`config.mk`:
```
export PLATFORM = sky130hd
export DESIGN_NAME = add_pipe
export DESIGN_NICKNAME = d
export VERILOG_FILES = /design/src/rtl/add_pipe_pkg.sv /design/src/rtl/add_pipe_stage.sv /design/src/rtl/add_pipe.sv
export SDC_FILE = /design/constraint.sdc
export NUM_CORES = 1
export LEC_CHECK = 0
export BUFFER_PORTS_ARGS = -buffer_cell sky130_fd_sc_hd__buf_2
export CAP_MARGIN = 20
export CORE_MARGIN = 5
export CORE_UTILIZATION = 45
export CTS_BUF_LIST = sky130_fd_sc_hd__clkbuf_8 sky130_fd_sc_hd__clkbuf_16
export DETAILED_ROUTE_END_ITERATION = 6
export PLACE_DENSITY = 0.74
export SYNTH_ARGS = -nofsm -noshare
export SYNTH_HDL_FRONTEND = slang
export SYNTH_SLANG_ARGS = --single-unit
export TNS_END_PERCENT = 1
```
`constraint.sdc`:
```
create_clock -name clk -period 5.6 [get_ports clk]
set_clock_uncertainty 0.1 [all_clocks]
set_input_delay 0.28 -clock clk [delete_from_list [all_inputs] [get_ports clk]]
set_output_delay 0.28 -clock clk [all_outputs]
set_load 0.01 [all_outputs]
```
`src/rtl/add_pipe_pkg.sv`:
```
// add_pipe_pkg: shared op encoding and default result beat layout for add_pipe
package add_pipe_pkg;
  typedef enum logic [1:0] {OP_ADD, OP_SUB, OP_ACC, OP_CLR} op_e;
  localparam int DATA_WIDTH_DEF = 4;
  localparam int ACC_WIDTH_DEF = 8;
  typedef struct packed {
    logic [DATA_WIDTH_DEF:0] x;
    logic [ACC_WIDTH_DEF-1:0] acc;
    logic ovf;
  } result_t;
endpackage

```
`src/rtl/add_pipe_stage.sv`:
```
// add_pipe_stage: one valid/ready register slice carrying a result beat (clk, rst_n, in_valid/in_ready/in_data, out_valid/out_ready/out_data)
module add_pipe_stage
  import add_pipe_pkg::*;
#(
  parameter type T = result_t
) (
  input  logic clk,
  input  logic rst_n,
  input  logic in_valid,
  output logic in_ready,
  input  T     in_data,
  output logic out_valid,
  input  logic out_ready,
  output T     out_data
);
  assign in_ready = !out_valid || out_ready;
  always_ff @(posedge clk or negedge rst_n)
    if (!rst_n) begin
      out_valid <= 1'b0;
      out_data <= '0;
    end else if (in_ready) begin
      out_valid <= in_valid;
      if (in_valid) out_data <= in_data;
    end
endmodule

```
`src/rtl/add_pipe.sv`:
```
// add_pipe: streaming ADD/SUB/ACC/CLR unit with STAGES-deep valid/ready pipeline; ports clk, rst_n, in_valid/in_ready/in_op/in_a/in_b, out_valid/out_ready/out_x/out_acc/out_ovf; ADD_PIPE_SAT_EN selects saturating accumulator
module add_pipe
  import add_pipe_pkg::*;
#(
  parameter int DATA_WIDTH = DATA_WIDTH_DEF,
  parameter int ACC_WIDTH = ACC_WIDTH_DEF,
  parameter int STAGES = 2
) (
  input  logic                  clk,
  input  logic                  rst_n,
  input  logic                  in_valid,
  output logic                  in_ready,
  input  logic [1:0]            in_op,
  input  logic [DATA_WIDTH-1:0] in_a,
  input  logic [DATA_WIDTH-1:0] in_b,
  output logic                  out_valid,
  input  logic                  out_ready,
  output logic [DATA_WIDTH:0]   out_x,
  output logic [ACC_WIDTH-1:0]  out_acc,
  output logic                  out_ovf
);
  typedef struct packed {
    logic [DATA_WIDTH:0] x;
    logic [ACC_WIDTH-1:0] acc;
    logic ovf;
  } beat_t;
  op_e op;
  logic [ACC_WIDTH-1:0] acc, acc_add, acc_nxt;
  logic [DATA_WIDTH:0] sum, dif;
  logic [ACC_WIDTH:0] ext;
  logic [STAGES:0] v, r;
  beat_t d [0:STAGES];
  assign op = op_e'(in_op);
  always_comb begin
    sum = {1'b0, in_a} + {1'b0, in_b};
    dif = {1'b0, in_a} - {1'b0, in_b};
    ext = {1'b0, acc} + (ACC_WIDTH+1)'(sum);
`ifdef ADD_PIPE_SAT_EN
    acc_add = ext[ACC_WIDTH] ? '1 : ext[ACC_WIDTH-1:0];
`else
    acc_add = ext[ACC_WIDTH-1:0];
`endif
    acc_nxt = op == OP_ACC ? acc_add : op == OP_CLR ? '0 : acc;
    d[0].x = op == OP_SUB ? dif : op == OP_CLR ? '0 : sum;
    d[0].acc = acc_nxt;
    d[0].ovf = op == OP_ACC && ext[ACC_WIDTH];
  end
  // accumulator moves at accept time so back-to-back ACC beats chain without waiting for the pipe
  always_ff @(posedge clk or negedge rst_n)
    if (!rst_n) acc <= '0;
    else if (in_valid && in_ready) acc <= acc_nxt;
  assign v[0] = in_valid;
  assign in_ready = r[0];
  assign r[STAGES] = out_ready;
  assign out_valid = v[STAGES];
  assign out_x = d[STAGES].x;
  assign out_acc = d[STAGES].acc;
  assign out_ovf = d[STAGES].ovf;
  for (genvar k = 0; k < STAGES; k++) begin : g_stage
    add_pipe_stage #(.T(beat_t)) u_stage (
      .clk(clk),
      .rst_n(rst_n),
      .in_valid(v[k]),
      .in_ready(r[k]),
      .in_data(d[k]),
      .out_valid(v[k+1]),
      .out_ready(r[k+1]),
      .out_data(d[k+1])
    );
  end
endmodule
```
==> qor.yml, run 1 <==
finalSetupViolCount: 0
ir_drop_uv: 143
crit_fanout: 8
fin_nets: 224
yosysWarnings: 0
dpl.hpwl_mm: 2.44
route.detailed.drc: 0
cp.required_ps: 5660
syn_area_um2: 1840
layout_common_cells: "dfrtp_1 (30), buf_2 (29), nand2_1 (13), mux2_2 (13), ha_1 (13)"
tightest_slew_ps: 652
tns_ps: 0
max_slew_margin: 0.565
grt_pass1_wl_mm: 5.40
hold_class: "in -> reg"
power.density_nw_per_um2: 386
cts_sinks: 30
cts-root-buf: "clkbuf_8"
antenna_cells: 0
ys_types: 43
cp-start-kind: "input pin"
clk_pin_slew_worst_paths_ps: 60
cts_resized: 0
ys_seq_elements: 30
cts_tree: "built"
critPathCaptureType: "register"
syn_nets: 206
async_reset_ff_frac: 1.00
fp-row-count: 23
syn_to_final_growth_pct: 9.71
io_pins: 30
finalCritPeriodShare: 0.456
yosysSeqAreaShare: 0.407
drtIter0Drc: 55
core_um2: 3970
drt-total-wl_mm: 3.14
gp_congestion: 0.861
synth_area_leaders: "dfrtp_1 (41%), ha_1 (8.8%), mux2_2 (7.9%), buf_4 (5.3%), fa_1 (3.3%)"
status: "completed"
synthCells: 176
grt_pass1_vias: 1179
start_util: 0.464
hold_depth: 2
synth_edf_count: 0
die_w_um: 74.0
place_area_um2: 1920
num-fill-cells: 378
r2r_cells: 6
cpPeakStageDelay_ps: 410
drive_gt1_frac: 0.277
portBuffers: 29
antenna_left: 0
die_h_um: 74.0
track_usage: 0.131
routed_via_density: 5.16
finalHoldViolCount: 0
netlist.area_leader.share: 0.407
cpMaxStageDelayCell: "ha_1"
critPathKind: "in -> reg"
crit_arrival_ps: 2610
rsz0062_at_grt: "no"
finalPower_mw: 0.779
wire_per_inst_um: 12.8
min_period_ps: 2550
layout_commonest_cell: "dfrtp_1"
drtPass1Iterations: 4
gr-total-overflow: 0
finalMaxSlewViolations: 0
cts_htree_levels: 2
avgSynthCellArea_um2: 10.5
path_cells: "buf_2, inv_1, ha_1, nor3b_1, nor3_1, xnor2_1, ha_1, o21ai_2, o21ai_1, or3b_1, mux2_4"
ctsLongestPathBuffers: 2
dieArea_um2: 5480
cts_hold_buf: 1
cts_buffers: 5
grt_max_degree: 31
yosysTopAreaCell: "dfrtp_1"
vias: 1263
fin_area_um2: 2020
worst_path_most_repeated_cell: "ha_1"
fmax_mhz: 392
leakagePower_nw: 1.01
cts_setup_buffers: 0
ys.flop_type: "dfrtp_1"
antenna_found_initial: 0
cap_violations: 0
clock_latency_ps: 280
metrics by stage:
step | hold WS, ps | util | instances | setup WS [ps]
after global routing | 151 | 0.509 | 245 | 2910
final | 150 | 0.509 | 245 | 3050
after CTS | 140 | 0.509 | 245 | 3070
after detailed placement | 248 | 0.484 | 236 | 2780
after global placement | 245 | 0.484 | 236 | 2880
after floorplan | -116 | - | 176 | 3050
cell type report:
cell class | instances | area (um^2) | share of cell area
clock buffer | 6 | 82.6 | 0.0408
clock inverter | 2 | 8.76 | 0.00433
inverter | 11 | 41.3 | 0.0204
multi-input combinational | 116 | 921 | 0.455
sequential | 30 | 751 | 0.371
tap | 50 | 62.6 | 0.0309
timing repair buffer | 30 | 155 | 0.0767
state kept, by name, indices dropped and copies added (netlist names):
register,cells
g_stage.u_stage.out_valid,2
g_stage.u_stage.out_data,20
acc,8
critical path: cells and delay by family:
| family | cells | cell delay, ps |
|---|---|---|
| adder cells (fa/ha/maj) | 2 | 770 |
| AO/OA/AOI/OAI | 2 | 250 |
| buffers and inverters | 2 | 130 |
| XOR/XNOR | 1 | 140 |
| AND/OR/NAND/NOR | 3 | 740 |
| multiplexers | 1 | 300 |
synth_stat cells (all sizes together) (3+ instances only):
| master | instances |
|---|---|
| dfrtp | 30 |
| buf | 16 |
| mux2 | 14 |
| ha | 13 |
| nand2 | 13 |
| o21ai | 13 |
| inv | 11 |
| a21oi | 7 |
| nor2 | 7 |
| nand2b | 6 |
| a21o | 4 |
| nor2b | 4 |
| a211oi | 3 |
| clkbuf | 3 |
| fa | 3 |
| xnor2 | 3 |
logic make-up after synthesis:
| group | after synthesis | share of synthesized area |
|---|---|---|
| compound gates | 38 | 0.136 |
| simple gates | 43 | 0.131 |
| flops | 30 | 0.407 |
| mux | 14 | 0.0876 |
| xor+xnor | 5 | 0.0238 |
| fa+ha+maj | 16 | 0.121 |
| buf+inv | 30 | 0.0930 |
path summary, 6_finish.rpt:
kind / startpoint / end / slack [ps]
min in group asynchronous: rst_n / g_stage[1].u_stage.out_data[5]$_DFFE_PN0P_ / 470
setup / recovery: in_b[2] / acc[7]$_DFFE_PN0P_ / 3050
max in group asynchronous: rst_n / acc[7]$_DFFE_PN0P_ / 4510
hold / removal: in_valid / g_stage[0].u_stage.out_valid$_DFFE_PN0N_ / 150
hold reg to reg: g_stage[0].u_stage.out_data[9]$_DFFE_PN0P_ / g_stage[0].u_stage.out_data[9]$_DFFE_PN0P_ / 370
setup reg to reg: acc[0]$_DFFE_PN0P_ / acc[4]$_DFFE_PN0P_ / 3580
report_power, final:
| group | internal, mW | switching (mW) |
|---|---|---|
| clock network | 0.0970 | 0.0759 |
| logic | 0.140 | 0.144 |
| registers | 0.282 | 0.0408 |
| total | 0.519 | 0.260 |
layer usage:
layer / GRT usage / part of all wire / vias to the layer above
met5: 0 / 0 / -
li1: - / - / 634
met4: 0.0543 / 0.018 / 0
met1: 0.175 / 0.46 / 597
met3: 0.0419 / 0.058 / 6
met2: 0.197 / 0.46 / 26
No activity file was read; power rests on OpenSTA's default activity.
==> run 2: changes to the inputs <==
clock period = 2.6 ns   (was 5.6 ns; I/O delays follow)
==> qor.yml, run 2 (same netlist as run 1, synthesis figures left out) <==
status: "completed"
worst_path_most_repeated_cell: "ha_1"
critPathCaptureType: "register"
critPathLaunch: "in_b[1]"
cts_setup_buffers: 0
antenna_left: 0
layout_commonest_cell: "dfrtp_1"
cts-root-buf: "clkbuf_8"
drtIter0Drc: 40
gr-total-overflow: 0
drive_gt1_frac: 0.288
antenna_found_initial: 0
fmax_mhz: 436
tightest_slew_ps: 667
p_int_mw: 1.20
place_ws_ps: 28.8
p_sw_frac: 0.322
grt_pass1_wl_mm: 5.52
power.density_nw_per_um2: 859
finalPower_mw: 1.77
die_w_um: 74.0
crit_arrival_ps: 2350
route.detailed.drc: 0
layout_common_cells: "dfrtp_1 (30), buf_2 (29), nand2_1 (13), mux2_2 (13), ha_1 (13)"
wire_per_inst_um: 13.0
dieArea_um2: 5480
rsz0062_at_grt: "no"
grt_pass1_vias: 1276
clock_latency_ps: 280
finalCritPeriodShare: 0.882
largest_reg_flops: 20
vias: 1243
finalMaxSlewViolations: 0
io_pins: 30
clk_pin_slew_worst_paths_ps: 60
antenna_cells: 0
cp-start-kind: "input pin"
finalSetupViolCount: 0
pwr-share-comb: 0.355
cpMaxStageDelayCell: "or3b_1"
critPathKind: "in -> reg"
min_from: "out_ready"
min_period_ps: 2290
cts_buffers: 5
top_regs: "g_stage.u_stage.out_data: 20 flops, acc: 8 flops, g_stage.u_stage.out_valid: 2 flops"
syn_to_final_growth_pct: 12.0
gp_congestion: 0.885
pwr-share-clk: 0.253
p_switching_mw: 0.571
dpl.hpwl_mm: 2.50
cpPeakStageDelay_ps: 380
cp.required_ps: 2660
portBuffers: 29
hold_class: "in -> reg"
top_register: "g_stage.u_stage.out_data"
cts_htree_levels: 2
finalHoldViolCount: 0
cts_sinks: 30
max_slew_margin: 0.556
drt-total-wl_mm: 3.22
core_um2: 3970
cts_resized: 0
ctsLongestPathBuffers: 2
seqPwrFrac: 0.392
fin_nets: 227
routed_via_density: 5.01
track_usage: 0.129
cap_violations: 0
start_util: 0.464
crit_fanout: 4
tns_ps: 0
fp-row-count: 23
grt_max_degree: 31
die_h_um: 74.0
num-fill-cells: 358
cts_tree: "built"
leakagePower_nw: 1.03
drtPass1Iterations: 4
regToRegStartpoint: "acc[0]$_DFFE_PN0P_"
path_cells: "buf_2, inv_1, ha_1, nor3b_1, nor3_1, xnor2_1, ha_1, o21ai_2, o21ai_1, or3b_1, mux2_4"
ir_drop_uv: 328
timing.final.ws_setup_ps: 307
-- run 2: changes by cell type in the layout (fill, tap and decap cells not counted), sizes merged --
cell | previous run | this run
dlygate4sd3 | 1 | 2
inv | 12 | 11
clkbuf | 6 | 5
buf | 29 | 31
bufinv | 0 | 1
clkinv | 1 | 2
-- run 2: through the flow --
stage / area [um^2] / util / instances / hold slack (ps)
global placement: 1940 / 0.487 / 238 / 94.2
finish: 2060 / 0.520 / 248 / 37.3
CTS: 2060 / 0.520 / 248 / 34.8
floorplan: 1840 / - / 176 / -266
detailed placement: 1940 / 0.487 / 238 / 95.0
global route: 2060 / 0.520 / 248 / 71.0
-- run 2: final timing paths --
path / endpoint / slack [ps] / depth (start not counted)
worst max register to register: acc[6]$_DFFE_PN0P_ / 540 / 6
max in group asynchronous: g_stage[0].u_stage.out_data[13]$_DFFE_PN0P_ / 1650 / 2
min in group asynchronous: g_stage[1].u_stage.out_data[4]$_DFFE_PN0P_ / 330 / 2
worst min-delay path: g_stage[1].u_stage.out_valid$_DFFE_PN0P_ / 40 / 3
worst min register to register: g_stage[0].u_stage.out_data[10]$_DFFE_PN0P_ / 380 / 2
worst max-delay path: acc[7]$_DFFE_PN0P_ / 310 / 11
-- run 2: repair_timing --
action,4_1_cts,5_1_grt
endpoints found under the setup margin,0,0
hold buffers,2,0
hold endpoints to repair,31,0
-- run 2: layout make-up --
cell class,instances,area [um^2],share of cell area
Timing Repair Buffer,33,180,0.0873
Sequential cell,30,751,0.364
Multi-Input combinational cell,116,921,0.446
Clock inverter,3,40.0,0.0194
Inverter,11,41.3,0.0200
Clock buffer,5,68.8,0.0333
Tap cell,50,62.6,0.0303
-- run 2: worst max-delay path, delay by kind of cell --
kind	cells	cell delay [ps]
simple gates	3	680
fa+ha+maj	2	660
buf+inv	2	180
mux	1	300
xor+xnor	1	140
compound gates	2	260
-- run 2: metal layers --
metal	track usage	vias to the layer above	routed length, um
met5	0	-	0
met4	0.0362	0	31
met3	0.0392	4	160
met2	0.218	22	1530
met1	0.160	578	1500
li1	-	639	-
-- run 2: power groups by stage --
| stage | registers, mW | logic, mW | clock network (mW) |
|---|---|---|---|
| 5_1_grt | 0.716 | 0.703 | 0.479 |
| 3_5_place_dp | 0.707 | 0.633 | 0 |
| 2_1_floorplan | 0.683 | 0.556 | 0 |
| 4_1_cts | 0.698 | 0.642 | 0.456 |
| 3_3_place_gp | 0.702 | 0.621 | 0 |
| 6_report | 0.695 | 0.630 | 0.448 |
